File: config.mk
export PLATFORM = sky130hd
export DESIGN_NAME = if_id_pl_reg
export DESIGN_NICKNAME = d
export VERILOG_FILES = /design/src/rtl/if_id_pkg.sv /design/src/rtl/pl_stage_reg.sv /design/src/rtl/if_id_pl_reg.sv
export SDC_FILE = /design/constraint.sdc
export NUM_CORES = 1
export LEC_CHECK = 0
export ABC_AREA = 1
export CAP_MARGIN = 10
export CORE_MARGIN = 5
export CORE_UTILIZATION = 39
export CTS_CLUSTER_DIAMETER = 40
export DETAILED_ROUTE_END_ITERATION = 10
export PLACE_DENSITY = 0.81
export SETUP_SLACK_MARGIN = 0.2
export SYNTH_ARGS = -nofsm -noshare
export SYNTH_HDL_FRONTEND = slang
export SYNTH_SLANG_ARGS = --single-unit
File: constraint.sdc
create_clock -name clk -period 0.9 [get_ports clk]
set_clock_uncertainty 0.15 [all_clocks]
set_input_delay 0.135 -clock clk [delete_from_list [all_inputs] [get_ports clk]]
set_output_delay 0.135 -clock clk [all_outputs]
set_load 0.1 [all_outputs]
File: src/rtl/if_id_pkg.sv
// Shared constants for the IF/ID pipeline register slice.
//   DATA_W_DEF    : default width of the instruction and PC fields
//   NOP_INSTR_DEF : default instruction injected when the slot is squashed
//   BUBBLE_PC     : PC value presented while the slot holds a bubble
package if_id_pkg;

  localparam int unsigned DATA_W_DEF = 16;
  localparam logic [DATA_W_DEF-1:0] NOP_INSTR_DEF = 16'h0000;
  localparam int unsigned BUBBLE_PC = 0;

endpackage : if_id_pkg

File: src/rtl/pl_stage_reg.sv
// Generic pipeline stage register.
// Ports:
//   clk   : rising-edge clock
//   rst_n : asynchronous active-low reset, loads RST_VAL
//   hold  : keep current contents (lower priority than clr)
//   clr   : synchronous clear, loads CLR_VAL
//   d     : next contents when neither hold nor clr is active
//   q     : registered contents
module pl_stage_reg #(
  parameter int unsigned W = 1,
  parameter logic [W-1:0] RST_VAL = '0,
  parameter logic [W-1:0] CLR_VAL = '0
) (
  input  logic         clk,
  input  logic         rst_n,
  input  logic         hold,
  input  logic         clr,
  input  logic [W-1:0] d,
  output logic [W-1:0] q
);

  always_ff @(posedge clk or negedge rst_n) begin
    if (!rst_n) begin
      q <= RST_VAL;
    end else if (clr) begin
      q <= CLR_VAL;
    end else if (!hold) begin
      q <= d;
    end
  end

endmodule : pl_stage_reg

File: src/rtl/if_id_pl_reg.sv
// IF/ID pipeline register: carries the fetched instruction and its PC into
// the decode stage, with stall (freeze) and squash (flush) control.
// Ports:
//   clk             : rising-edge clock
//   rst             : asynchronous active-low reset, forces a bubble
//   freeze          : hold current contents
//   flush           : replace contents with a bubble (wins over freeze)
//   instruction_in  : fetched instruction from IF
//   pc_in           : PC of instruction_in
//   instruction_out : registered instruction to ID (NOP_INSTR when bubble)
//   pc_out          : registered PC to ID (0 when bubble)
//   valid_out       : 1 = real instruction, 0 = bubble/reset
// Build option: define IF_ID_PL_REG_ASSERT_EN to compile simulation-only
// X/Z checks on the control and (when loading) data inputs.
module if_id_pl_reg
  import if_id_pkg::*;
#(
  parameter int unsigned DATA_W = DATA_W_DEF,
  parameter logic [DATA_W-1:0] NOP_INSTR = DATA_W'(NOP_INSTR_DEF)
) (
  input  logic              clk,
  input  logic              rst,
  input  logic              freeze,
  input  logic              flush,
  input  logic [DATA_W-1:0] instruction_in,
  input  logic [DATA_W-1:0] pc_in,
  output logic [DATA_W-1:0] instruction_out,
  output logic [DATA_W-1:0] pc_out,
  output logic              valid_out
);

  localparam int unsigned BW = 2 * DATA_W + 1;
  localparam logic [BW-1:0] BUBBLE = {1'b0, DATA_W'(BUBBLE_PC), NOP_INSTR};

  logic [BW-1:0] bundle_d;
  logic [BW-1:0] bundle_q;

  assign bundle_d = {1'b1, pc_in, instruction_in};

  // Reset and flush share the bubble encoding, so one stage register with
  // identical reset and clear values covers both.
  pl_stage_reg #(
    .W      (BW),
    .RST_VAL(BUBBLE),
    .CLR_VAL(BUBBLE)
  ) u_stage (
    .clk  (clk),
    .rst_n(rst),
    .hold (freeze),
    .clr  (flush),
    .d    (bundle_d),
    .q    (bundle_q)
  );

  assign {valid_out, pc_out, instruction_out} = bundle_q;

`ifdef IF_ID_PL_REG_ASSERT_EN
  always_ff @(posedge clk) begin
    if (rst === 1'b1) begin
      if ($isunknown(freeze) || $isunknown(flush)) begin
        $error("if_id_pl_reg: X/Z on freeze/flush (freeze=%b flush=%b)", freeze, flush);
      end
      if (flush === 1'b0 && freeze === 1'b0 &&
          ($isunknown(instruction_in) || $isunknown(pc_in))) begin
        $error("if_id_pl_reg: X/Z on load data (instr=%h pc=%h)", instruction_in, pc_in);
      end
    end
  end
`endif

endmodule : if_id_pl_reg

==> results of run 1 <==
==> synthesized netlist by cell type <==
master / number
nand3_1: 32
nor2_4: 1
dfrtp_1: 33
a21oi_1: 1
buf_6: 7
nand2_1: 64
inv_1: 2
buf_2: 3
==> cells by family after synthesis <==
group                  count (synthesis)
AOI/OAI and AO/OA                      1
buffers and inverters                 12
DFF                                   33
and+or+nand+nor                       97
==> per-stage QoR <==
step / cells / TNS [ps] / utilization (%) / hold WS (ps) / setup slack (ps)
after CTS: 288 / -15120 / 91.3 / 23.9 / -413
after global placement: 256 / -15970 / 81.0 / 371 / -474
after floorplan: 143 / -3380 / - / -311 / -121
after detailed placement: 256 / -17550 / 81.0 / 374 / -535
==> timing repair <==
action                     in CTS
resized for setup              30
setup endpoints to repair      66
buffers inserted               25
pin swaps                       1
==> results.md, run 1 <==
* Mapped Cells at around 140
* Top-area cell type share of the netlist area at between 60% and 70%
* Run status: aborted with a tool error
* Number of I/O pins at 69
* Clock root cell: clkbuf_4
* Placed cell areas at 2700 um2
* Error msg: [ERROR DPL-0038] Utilization greater than 100%, impossible to legalize
* Area contributors post-synth: dfrtp_1 61%, nand2_1 18%, nand3_1 12%
* Post-Syn Area per Cell at about 9.4 um2
* Post-Synth Adder-Cell Area at 0%
* Syn nets at 179
* DP HPWL at around 3.3 mm
* Number of distinct library cells after synthesis at 8
* H-tree Lvls at 2
* Placement Rows at 21
* Yosys reg bits at 33
* Worst endpoint after global-route timing repair: pc_out[3]
* Cts hold-fix bufs at 0
* TritonCTS buffer count at 5
* Share of the yosys chip area belonging to registers at about three fifths
* Die H at between 60 and 70 um
* Fail Step: global routing (5_1_grt)
* Simple-gate share of the synthesized area at just over 30%
* Die Wd at ~69 um
* XOR/XNOR Fraction of Synth Area at 0%
* Largest area contributor in the netlist: dfrtp_1
* Synth Warn # at 0
* Clock sinks at 33
* Gp weighted congestion at approximately 0.78
* Largest net degree at the start of global routing at 34
* Clk buf depth at 2
* Largest family of logic cells by synthesized area: simple AND/OR/NAND/NOR gates
* Port bufs at 68
* Area of the mapped netlist at between 1000 and 1500 um2
* Post-synthesis compound-gate area fraction at less than 1%
* Initial Utilization at 40.3%
* WEP type: top-level output
* Mux cell area share after synthesis at 0%
==> run 2, diff against run 1 <==
--- a/config.mk
+++ b/config.mk
@@ -8,11 +8,9 @@
 export ABC_AREA = 1
 export CAP_MARGIN = 10
 export CORE_MARGIN = 5
-export CORE_UTILIZATION = 39
-export CTS_CLUSTER_DIAMETER = 40
+export CORE_UTILIZATION = 34
 export DETAILED_ROUTE_END_ITERATION = 10
-export PLACE_DENSITY = 0.81
-export SETUP_SLACK_MARGIN = 0.2
+export PLACE_DENSITY_LB_ADDON = 0.15
 export SYNTH_ARGS = -nofsm -noshare
 export SYNTH_HDL_FRONTEND = slang
 export SYNTH_SLANG_ARGS = --single-unit
==> run 2 against run 1 <==
Synthesized area is the same. The flow now finishes, with violations (negative setup slack). Synthesized cell count is the same.
==> results.md, run 2 <==
* Largest net degree at the start of global routing at 34
* Top-area cell type share of the netlist area at 61.5% (unchanged)
* VDD IR max at between 1000 and 1500 uV
* Post-synthesis compound-gate area fraction at 0.372% (unchanged)
* Failing checks: negative setup slack
* Placement Rows at 22 (was 21)
* Port bufs at 68 (unchanged)
* Commonest non-fill, non-tap cell in the layout: nand2_1
* Most common cell in the netlist: nand2_1 (unchanged)
* Largest area contributor in the netlist: dfrtp_1 (unchanged)
* Worst path max stage delay at roughly 510 ps
* Max cap viols at 0
* Nets at 283
* Simple-gate share of the synthesized area at 30.6% (unchanged)
* Multi-input logic area at 588 um2
* Antenna diodes at 0
* DIE AREA at between 5000 and 6000 um2
* Post-Syn Area per Cell at 9.40 um2 (unchanged)
* Layout cell share with drive strength beyond 1 at 61.1%
* Bufs and invs on worst path at 1
* Final setup margin at -353 ps
* TritonCTS buffer count at 5 (unchanged)
* Share of the yosys chip area belonging to registers at 61.5% (unchanged)
* Worst slew pin tran at approximately 220 ps
* Final Cycle Share at 139%
* Asr flop ratio synth at 100% (unchanged)
* First-pass GRT wire length at around 7.0 mm
* Syn nets at 179 (unchanged)
* Post-Synth Adder-Cell Area at 0% (unchanged)
* H-tree Lvls at 2 (unchanged)
* Post-synth EDFFs at 0 (unchanged)
* Unrepaired setup endpoints after global routing: yes
* CP Class: reg -> out
* Largest family of logic cells by synthesized area: simple AND/OR/NAND/NOR gates (unchanged)
* Mean number of vias per cell at 4.62
* Area contributors post-synth: dfrtp_1 61%, nand2_1 18%, nand3_1 12% (unchanged)
* Area of the mapped netlist at 1340 um2 (unchanged)
* DRC at 0
* Final setup vio count at between 50 and 60
* Grt met3 use at between 6 and 7%
* Run status: complete, but fails checks (was aborted with a tool error)
* Mapped Cells at 143 (unchanged)
* Slew margin rel. at a little under nine tenths
* Gp weighted congestion at 0.705 (was 0.781)
* Antenna-violating nets left at 0
* Most flop-heavy register: u_stage.q
* Worst setup SP type: register
* Most frequent cells in the layout: 61 x nand2_1, 38 x buf_12, 33 x clkdlybuf4s50_1, 33 x buf_6, 33 x dfrtp_4
* Yosys reg bits at 33 (unchanged)
* Final Power at 4.45 mW
* Number of distinct library cells after synthesis at 8 (unchanged)
* Met2 usage at ~29%
* Skew-Pair Late Insertion Delay at ~280 ps
* Pre-CTS setup slack at -558 ps (was -535 ps)
* Initial Utilization at 35.9% (was 40.3%)
* Grt met1 use at a little over a fifth
* Die H at 72.9 um (was 68.7 um)
* Vias in the first global route at about 1400
* Clk buf depth at 2 (unchanged)
* Most Crowded Layer GR: met2
* CP arrival at slightly below 1000 ps
* Pleak at 1.39 nW
* FILL cells at roughly 210
* Slowest-stage cell, CP: dfrtp_4
* Pre-antenna DRT Iters at 4
* XOR/XNOR Fraction of Synth Area at 0% (unchanged)
* Vias at between 1000 and 1500
* Crit-path cells: buf_12
* Clock sinks at 33 (unchanged)
* CP Capture Type: output pin
* Die Wd at 72.9 um (was 68.7 um)
* Clk slew on worst S/H paths at 70 ps
* Reg area at between 900 and 1000 um2
* CP max FO at 2
* Minimum clock period at 1250 ps
* DP HPWL at 2.99 mm (was 3.34 mm)
* PD cells at 1400 nW/um2
* Final hold violations at 0
* Max FFs per register at 33
* Achievable clock frequency at around 800 MHz
* Final core utilization at between 80% and 90%
* Worst min path class: in -> async
* Max Slew Vio Count at 0
* Data required, critical path at between 600 and 700 ps
* Clock root cell: clkbuf_8 (was clkbuf_4)
* WL/cell at approximately 16 um
* Layout area overhead at 136%
* Ys flop type: dfrtp_1 (unchanged)
* Gr usage total at around 18%
* Mux cell area share after synthesis at 0% (unchanged)
* Cts hold-fix bufs at 0 (unchanged)
* Biggest regs: u_stage.q x33
* Drt total wl at approximately 4.6 mm
* CTS tree: yes
* Synth top cells by count: 64 x nand2_1, 33 x dfrtp_1, 32 x nand3_1 (unchanged)
* Drt initial violations at 69
* Number of I/O pins at 69 (unchanged)
* CP delay by family, top: flip-flops
* Synth Warn # at 0 (unchanged)
* Core Footprint at around 3700 um2
* Antenna violations before repair at 0
* Grt ovf at 0
-- run 2: cell counts after synthesis --
Identical to the previous run, type by type.
-- run 2: area by class of cell --
cell class	count	share of cell area [%]
Clock buffer	7	2.72
Inverter	2	0.236
Multi-Input combinational cell	98	18.5
Sequential cell	33	29.9
Tap cell	48	1.89
Timing Repair Buffer	107	46.8
-- run 2: cell families (layout without fill, tap and decap cells) --
| kind of cell | count (synthesis) | after routing |
|---|---|---|
| simple gates | 97 | 97 |
| buf+inv | 12 | 116 |
| compound gates | 1 | 1 |
| flops | 33 | 33 |
-- run 2: per-stage QoR --
stage                     setup TNS [ps]  area (um2)  instances  hold slack [ps]
after floorplan                    -3380        1630        143             -311
after global placement            -16080        2710        255              371
after detailed placement          -18330        2710        255              370
after CTS                         -12760        3040        284             66.7
after global routing              -15300        3180        295             69.1
final                             -13630        3180        295             61.3
-- run 2: what timing repair did --
action / CTS / global route
pin swaps: 0 / 10
resized for setup: 24 / 24
setup buffers: 22 / 19
setup endpoints to repair: 65 / 61
gates cloned: 0 / 0
-- run 2: per-layer routing --
metal | routed length (um) | part of all wire (%) | up-vias
li1 | - | - | 659
met1 | 1850 | 40 | 655
met2 | 2430 | 53 | 44
met3 | 272 | 5.9 | 4
met4 | 39 | 0.85 | 0
met5 | 0 | 0 | -
-- run 2: worst paths after layout --
| check | startpoint | to | slack, ps | cells past startpoint |
|---|---|---|---|---|
| setup / recovery | u_stage.q[19] | pc_out[3] | -350 | 1 |
| hold / removal | rst | u_stage.q[20] | 60 | 2 |
| setup reg to reg | u_stage.q[32] | u_stage.q[32] | -190 | 4 |
| hold reg to reg | u_stage.q[22] | u_stage.q[22] | 420 | 2 |
| max in group asynchronous | rst | u_stage.q[11] | 330 | 2 |
| min in group clk | flush | u_stage.q[32] | 80 | 2 |
-- run 2: where the power goes --
| part | leakage [nW] | switching [mW] | internal (mW) | total [mW] |
|---|---|---|---|---|
| clock network | 0.0443 | 0.500 | 0.606 | 1.11 |
| registers | 0.384 | 0.113 | 1.62 | 1.73 |
| logic | 0.960 | 0.918 | 0.694 | 1.61 |
Power figures use the tool's default switching activity.
==> run 3, diff against run 2 <==
--- a/config.mk
+++ b/config.mk
@@ -7,9 +7,9 @@
 export LEC_CHECK = 0
 export ABC_AREA = 1
 export CAP_MARGIN = 10
-export CORE_MARGIN = 5
-export CORE_UTILIZATION = 34
+export CORE_AREA = 5 5 66 68
 export DETAILED_ROUTE_END_ITERATION = 10
+export DIE_AREA = 0 0 71 73
 export PLACE_DENSITY_LB_ADDON = 0.15
 export SYNTH_ARGS = -nofsm -noshare
 export SYNTH_HDL_FRONTEND = slang
==> constraint.sdc (replaced) <==
create_clock -name clk -period 1.4 [get_ports clk]
set_clock_uncertainty 0.15 [all_clocks]
set_input_delay 0.21 -clock clk [delete_from_list [all_inputs] [get_ports clk]]
set_output_delay 0.21 -clock clk [all_outputs]
set_load 0.1 [all_outputs]
==> run 3 against run 2 <==
The flow now finishes without violations. Sequential share of layout area increased by 3.3 points. Clock power is 30% lower. Flip-flop and latch count is the same. Count of clock-buffer cells in the layout unchanged. Register-to-register slack improved by 750 ps. Hold slack improved by 95 ps. Combinational power fell by 46%. Via count decreased by 8.1%. Critical path depth did not move. Core utilization down 19 points. Final area fell by 22%. Largest cell class unchanged. Highest routed layer unchanged.
==> results.md, run 3 (synthesized netlist as in run 2, its figures left out) <==
* Run status: finished, final reports clean (was complete, but fails checks)
* Grt ovf at 0 (unchanged)
* Antenna-violating nets left at 0 (unchanged)
* Antenna diodes at 0 (unchanged)
* Max FFs per register at 33 (unchanged)
* TritonCTS buffer count at 5 (unchanged)
* Placement Rows at 23 (was 22)
* Vias in the first global route at 1258 (was 1356)
* Nets at 250 (was 283)
* Setup repair bufs after CTS at 0 (was 22)
* Minimum clock period at between 1000 and 1500 ps
* CP arrival at 880 ps (was 970 ps)
* Clock root cell: clkbuf_8 (unchanged)
* R2R depth at 2 (was 4)
* Antenna violations before repair at 0 (unchanged)
* Number of I/O pins at 69 (unchanged)
* DRC at 0 (unchanged)
* Achievable clock frequency at roughly 810 MHz
* Final hold violations at 0 (unchanged)
* Critical path depth at 1 (unchanged)
* Clk slew on worst S/H paths at 70 ps (about the same)
* Pre-antenna DRT Iters at 4 (unchanged)
* Most flop-heavy register: u_stage.q (unchanged)
* CP Class: reg -> out (unchanged)
* Slowest-stage cell, CP: dfrtp_1 (was dfrtp_4)
* PD cells at 1090 nW/um2 (was 1400 nW/um2)
* Clk buf depth at 2 (unchanged)
* Max Slew Vio Count at 0 (unchanged)
* Worst setup SP type: register (unchanged)
* Gr usage total at 15.3% (was 17.6%)
* CTS tree: yes (unchanged)
* Drt initial violations at 35 (was 69)
* CP delay by family, top: flip-flops (unchanged)
* Final Cycle Share at roughly 90%
* DP HPWL at 2.74 mm (was 2.99 mm)
* DIE AREA at 5180 um2 (was 5310 um2)
* Post-route cell area at 2490 um2 (was 3180 um2)
* Setup TNS at 0 ps (was -13630 ps)
* Die Wd at 71 um (was 72.9 um)
* Clock sinks at 33 (unchanged)
* Unrepaired setup endpoints after global routing: no (was yes)
* Skew-Pair Late Insertion Delay at 280 ps (about the same)
* VDD IR max at 696 uV (was 1080 uV)
* Data required, critical path at 1040 ps (was 610 ps)
* Layout cell share with drive strength beyond 1 at 22.3% (was 61.1%)
* Placed cell areas at 2370 um2 (was 2710 um2)
* Max cap viols at 0 (unchanged)
* Bufs and invs on worst path at 1 (unchanged)
* H-tree Lvls at 2 (unchanged)
* Core Footprint at 3800 um2 (was 3740 um2)
* CP Capture Type: output pin (unchanged)
* Hold slack at 156 ps (was 61.3 ps)
* Vias at 1252 (was 1362)
* Final setup vio count at 0 (was 59)
* Drt total wl at 3.90 mm (was 4.59 mm)
* WL/cell at 14.7 um (was 15.6 um)
* Most frequent cells in the layout: 64 x nand2_1, 34 x buf_12, 33 x clkdlybuf4s50_1, 33 x dfrtp_1, 32 x nand3_1 (was 61 x nand2_1, 38 x buf_12, 33 x clkdlybuf4s50_1, 33 x buf_6, 33 x dfrtp_4)
* Worst slew pin tran at 428 ps (was 224 ps)
* Mean number of vias per cell at 4.72 (was 4.62)
* Biggest regs: u_stage.q x33 (unchanged)
* Crit-path cells: buf_12 (unchanged)
* Final core utilization at 65.5% (was 84.9%)
* Port bufs at 68 (unchanged)
* CP max FO at 2 (unchanged)
* Layout area overhead at 85.1% (was 136%)
* Cts hold-fix bufs at 0 (unchanged)
* Slew margin rel. at 71.4% (was 85.1%)
* Largest net degree at the start of global routing at 34 (unchanged)
* Die H at 73 um (was 72.9 um)
* Initial Utilization at 35.4% (was 35.9%)
* Pleak at 1.23 nW (was 1.39 nW)
* Commonest non-fill, non-tap cell in the layout: nand2_1 (unchanged)
* Worst path max stage delay at 420 ps (was 510 ps)
* First-pass GRT wire length at 6.19 mm (was 7.02 mm)
* R2R setup slack at 560 ps (was -190 ps)
* Gp weighted congestion at 0.760 (was 0.705)
* Worst min path class: in -> async (unchanged)
## run 3: changes by cell type in the layout (fill, tap and decap cells not counted), sizes merged
| cell | before | now |
|---|---|---|
| buf | 73 | 38 |
| clkdlybuf4s15 | 1 | 0 |
| clkinv | 0 | 1 |
| dlygate4sd2 | 0 | 1 |
| dlymetal6s2s | 0 | 1 |
| nor2 | 1 | 2 |
## run 3: metrics by stage
step / setup slack (ps) / total power [mW] / instances
floorplan: 52.8 / 1.55 / 143
global placement: -296 / 1.94 / 256
detailed placement: -305 / 1.95 / 256
CTS: 0.858 / 2.74 / 264
global route: 118 / 2.83 / 265
finish: 161 / 2.71 / 265
## run 3: area by class of cell
type | count | area [um2]
well taps | 50 | 62.6
flip-flops and latches | 33 | 826
clock buffers | 7 | 96.3
repair buffers | 73 | 1060
clock inverters | 1 | 5.00
inverters | 2 | 7.51
fillers | 327 | 1310
multi-input cells | 99 | 428
## run 3: final timing paths
kind | endpoint | from
max | pc_out[7] | u_stage.q[23]
min | u_stage.q[1] | rst
max reg2reg | u_stage.q[4] | u_stage.q[4]
min reg2reg | u_stage.q[32] | u_stage.q[32]
max in group asynchronous | u_stage.q[22] | rst
min in group clk | u_stage.q[32] | flush
## run 3: what timing repair did
| item | 4_1_cts | 5_1_grt |
|---|---|---|
| gates resized for setup | 1 | 2 |
| pin swaps | 0 | 1 |
| endpoints found under the setup margin | 4 | 32 |
| hold endpoints to repair | 0 | 0 |
| cloned | 0 | 1 |
## run 3: report_power, final
group	internal [mW]	switching (mW)
clock	0.444	0.328
combinational	0.327	0.538
sequential	1.01	0.0613
total	1.78	0.928
## run 3: routing by layer
layer	global-route usage, %	share of wire (%)	vias to the layer above	wire, um
met1	18.2	40	608	1560
met4	5.43	0.61	0	24
met3	5.92	7.5	2	292
met5	0	0	-	0
li1	-	-	596	-
met2	25.4	52	46	2030
==> run 4, diff against run 3 <==
--- a/config.mk
+++ b/config.mk
@@ -7,9 +7,9 @@
 export LEC_CHECK = 0
 export ABC_AREA = 1
 export CAP_MARGIN = 10
-export CORE_AREA = 5 5 66 68
+export CORE_AREA = 3 3 64 66
 export DETAILED_ROUTE_END_ITERATION = 10
-export DIE_AREA = 0 0 71 73
+export DIE_AREA = 0 0 67 69
 export PLACE_DENSITY_LB_ADDON = 0.15
 export SYNTH_ARGS = -nofsm -noshare
 export SYNTH_HDL_FRONTEND = slang
==> run 4 against run 3 <==
Fmax fell by 1.2%. Global-route usage grew 1.5 points. Core utilization grew 3.1 points. Setup slack worse by 15 ps. Via count rose by 0.80%. Die area down 11%. Count of clock-buffer cells in the layout fell by 2. First-iteration DRC count up 120%. Flip-flop and latch count stayed put. Cell count is the same. Sequential power about the same. Routed wire length decreased by 7.7%. Critical endpoint is now pc_out[11]. Largest cell class unchanged.
==> results.md, run 4 (synthesized netlist as in run 2, its figures left out) <==
* Post-route cell area at 2490 um2 (about the same)
* First-pass GRT wire length at 5.89 mm (was 6.19 mm)
* Largest net degree at the start of global routing at 34 (unchanged)
* Grt ovf at 0 (unchanged)
* Cts hold-fix bufs at 0 (unchanged)
* Worst path max stage delay at 420 ps (about the same)
* Die Wd at 67 um (was 71 um)
* Slew margin rel. at 82.7% (was 71.4%)
* Mean number of vias per cell at 4.76 (was 4.72)
* Vias at 1262 (was 1252)
* Final hold violations at 0 (unchanged)
* H-tree Lvls at 2 (unchanged)
* Drt initial violations at 76 (was 35)
* Worst reg2reg startpoint: u_stage.q[32] (was u_stage.q[4])
* Initial Utilization at 37.0% (was 35.4%)
* DIE AREA at 4620 um2 (was 5180 um2)
* Placed cell areas at 2410 um2 (was 2370 um2)
* PD cells at 1050 nW/um2 (was 1090 nW/um2)
* Layout area overhead at 85.5% (was 85.1%)
* Placement Rows at 22 (was 23)
* Final Cycle Share at 89.6% (was 88.5%)
* Die H at 69 um (was 73 um)
* Pleak at 1.22 nW (was 1.23 nW)
* Clock power frac at 25.9% (was 28.5%)
* Sequential power share at 40.8% (was 39.5%)
* Antenna violations before repair at 0 (unchanged)
* Net Sw Frac at 35.6% (was 34.3%)
* Max FFs per register at 33 (unchanged)
* Max cap viols at 0 (unchanged)
* FILL cells at 291 (was 327)
* Combinational Power Share at 33.3% (was 32.0%)
* Final setup vio count at 0 (unchanged)
* Setup repair bufs after CTS at 0 (unchanged)
* Slowest-stage cell, CP: dfrtp_1 (unchanged)
* Most frequent cells in the layout: 64 x nand2_1, 35 x clkdlybuf4s50_1, 35 x buf_12 (was 64 x nand2_1, 34 x buf_12, 33 x clkdlybuf4s50_1, 33 x dfrtp_1, 32 x nand3_1)
* Skew-Pair Late Insertion Delay at 280 ps (about the same)
* Clk buf depth at 2 (unchanged)
* CP Capture Type: output pin (unchanged)
* Number of I/O pins at 69 (unchanged)
* Drt total wl at 3.60 mm (was 3.90 mm)
* CTS tree: yes (unchanged)
* CP delay by family, top: flip-flops (unchanged)
* Nets at 252 (was 250)
* CP Class: reg -> out (unchanged)
* Crit-path cells: buf_12 (unchanged)
* Biggest regs: u_stage.q x33 (unchanged)
* Run status: finished, final reports clean (unchanged)
* WL/cell at 13.6 um (was 14.7 um)
* Worst min path class: in -> async (unchanged)
* Setup TNS at 0 ps (unchanged)
* Worst Setup SP: u_stage.q[27] (was u_stage.q[23])
* CP arrival at 890 ps (was 880 ps)
* Antenna-violating nets left at 0 (unchanged)
* Vias in the first global route at 1234 (was 1258)
* Antenna diodes at 0 (unchanged)
* Minimum clock period at 1250 ps (was 1240 ps)
* Unrepaired setup endpoints after global routing: no (unchanged)
* Multi-input logic area at 417 um2 (was 428 um2)
* Worst setup SP type: register (unchanged)
* Final Power at 2.62 mW (was 2.71 mW)
* Data required, critical path at 1040 ps (about the same)
* Reg area at 826 um2 (unchanged)
* Layout cell share with drive strength beyond 1 at 23.0% (was 22.3%)
* Net Sw Power at 0.932 mW (was 0.928 mW)
* CP max FO at 2 (unchanged)
* Clock sinks at 33 (unchanged)
* Most flop-heavy register: u_stage.q (unchanged)
* DP HPWL at 2.70 mm (was 2.74 mm)
* Max Slew Vio Count at 0 (unchanged)
* Commonest non-fill, non-tap cell in the layout: nand2_1 (unchanged)
* Internal Power at 1.69 mW (was 1.78 mW)
* TritonCTS buffer count at 5 (unchanged)
* Bufs and invs on worst path at 1 (unchanged)
* Gp weighted congestion at 0.768 (was 0.760)
* VDD IR max at 839 uV (was 696 uV)
* Core Footprint at 3630 um2 (was 3800 um2)
* Clk slew on worst S/H paths at 70 ps (about the same)
* Achievable clock frequency at 797 MHz (was 807 MHz)
* Port bufs at 68 (unchanged)
* Post-CTS sizing at 0 (was 1)
* Final core utilization at 68.6% (was 65.5%)
* Pre-antenna DRT Iters at 4 (unchanged)
* Worst slew pin tran at 259 ps (was 428 ps)
* Clock root cell: clkbuf_8 (unchanged)
* Gr usage total at 16.9% (was 15.3%)
* DRC at 0 (unchanged)
==> run 4: cell types whose count changed in the layout (fill, tap and decap cells not counted) <==
cell,before,now
buf_12,34,35
buf_4,4,6
clkbuf_8,7,5
clkdlybuf4s50_1,33,35
clkinv_2,1,2
clkinvlp_4,0,1
dlygate4sd2_1,1,0
dlymetal6s2s_1,1,0
nor2_4,2,1
==> run 4: path summary, 6_finish.rpt <==
kind,slack [ps],end,cells past startpoint
max reg2reg,550,u_stage.q[32],2
max in group asynchronous,780,u_stage.q[31],2
min in group clk,310,u_stage.q[10],3
min reg2reg,430,u_stage.q[24],2
max,150,pc_out[11],1
min,150,u_stage.q[16],2
==> run 4: power groups by stage <==
stage / clock network (mW) / logic, mW / registers, mW
after floorplan: 0 / 0.0999 / 1.45
after global placement: 0 / 0.870 / 1.08
after detailed placement: 0 / 0.877 / 1.09
after CTS: 0.706 / 0.879 / 1.07
after global routing: 0.746 / 0.904 / 1.07
final: 0.677 / 0.872 / 1.07
==> run 4: routing by layer <==
layer,vias to the layer above,track usage [%],part of all wire (%)
met5,-,0,0
met4,0,7.43,1.6
met3,5,5.70,8.3
met2,47,28.9,53
met1,608,18.3,38
li1,602,-,-
==> run 4: final cells by class <==
| cell class | instances | area share, % |
|---|---|---|
| timing repair buffer | 76 | 44.0 |
| clock buffer | 5 | 2.76 |
| sequential | 33 | 33.1 |
| multi-input combinational | 98 | 16.7 |
| tap | 48 | 2.41 |
| clock inverter | 3 | 0.703 |
| inverter | 2 | 0.301 |
==> run 4: stage by stage <==
stage               setup slack (ps)  hold slack [ps]  instances
floorplan                       52.8             -236        143
global placement               -68.9              401        257
detailed placement              -103              410        257
CTS                              128              153        265
global route                     114              169        265
finish                           146              151        265
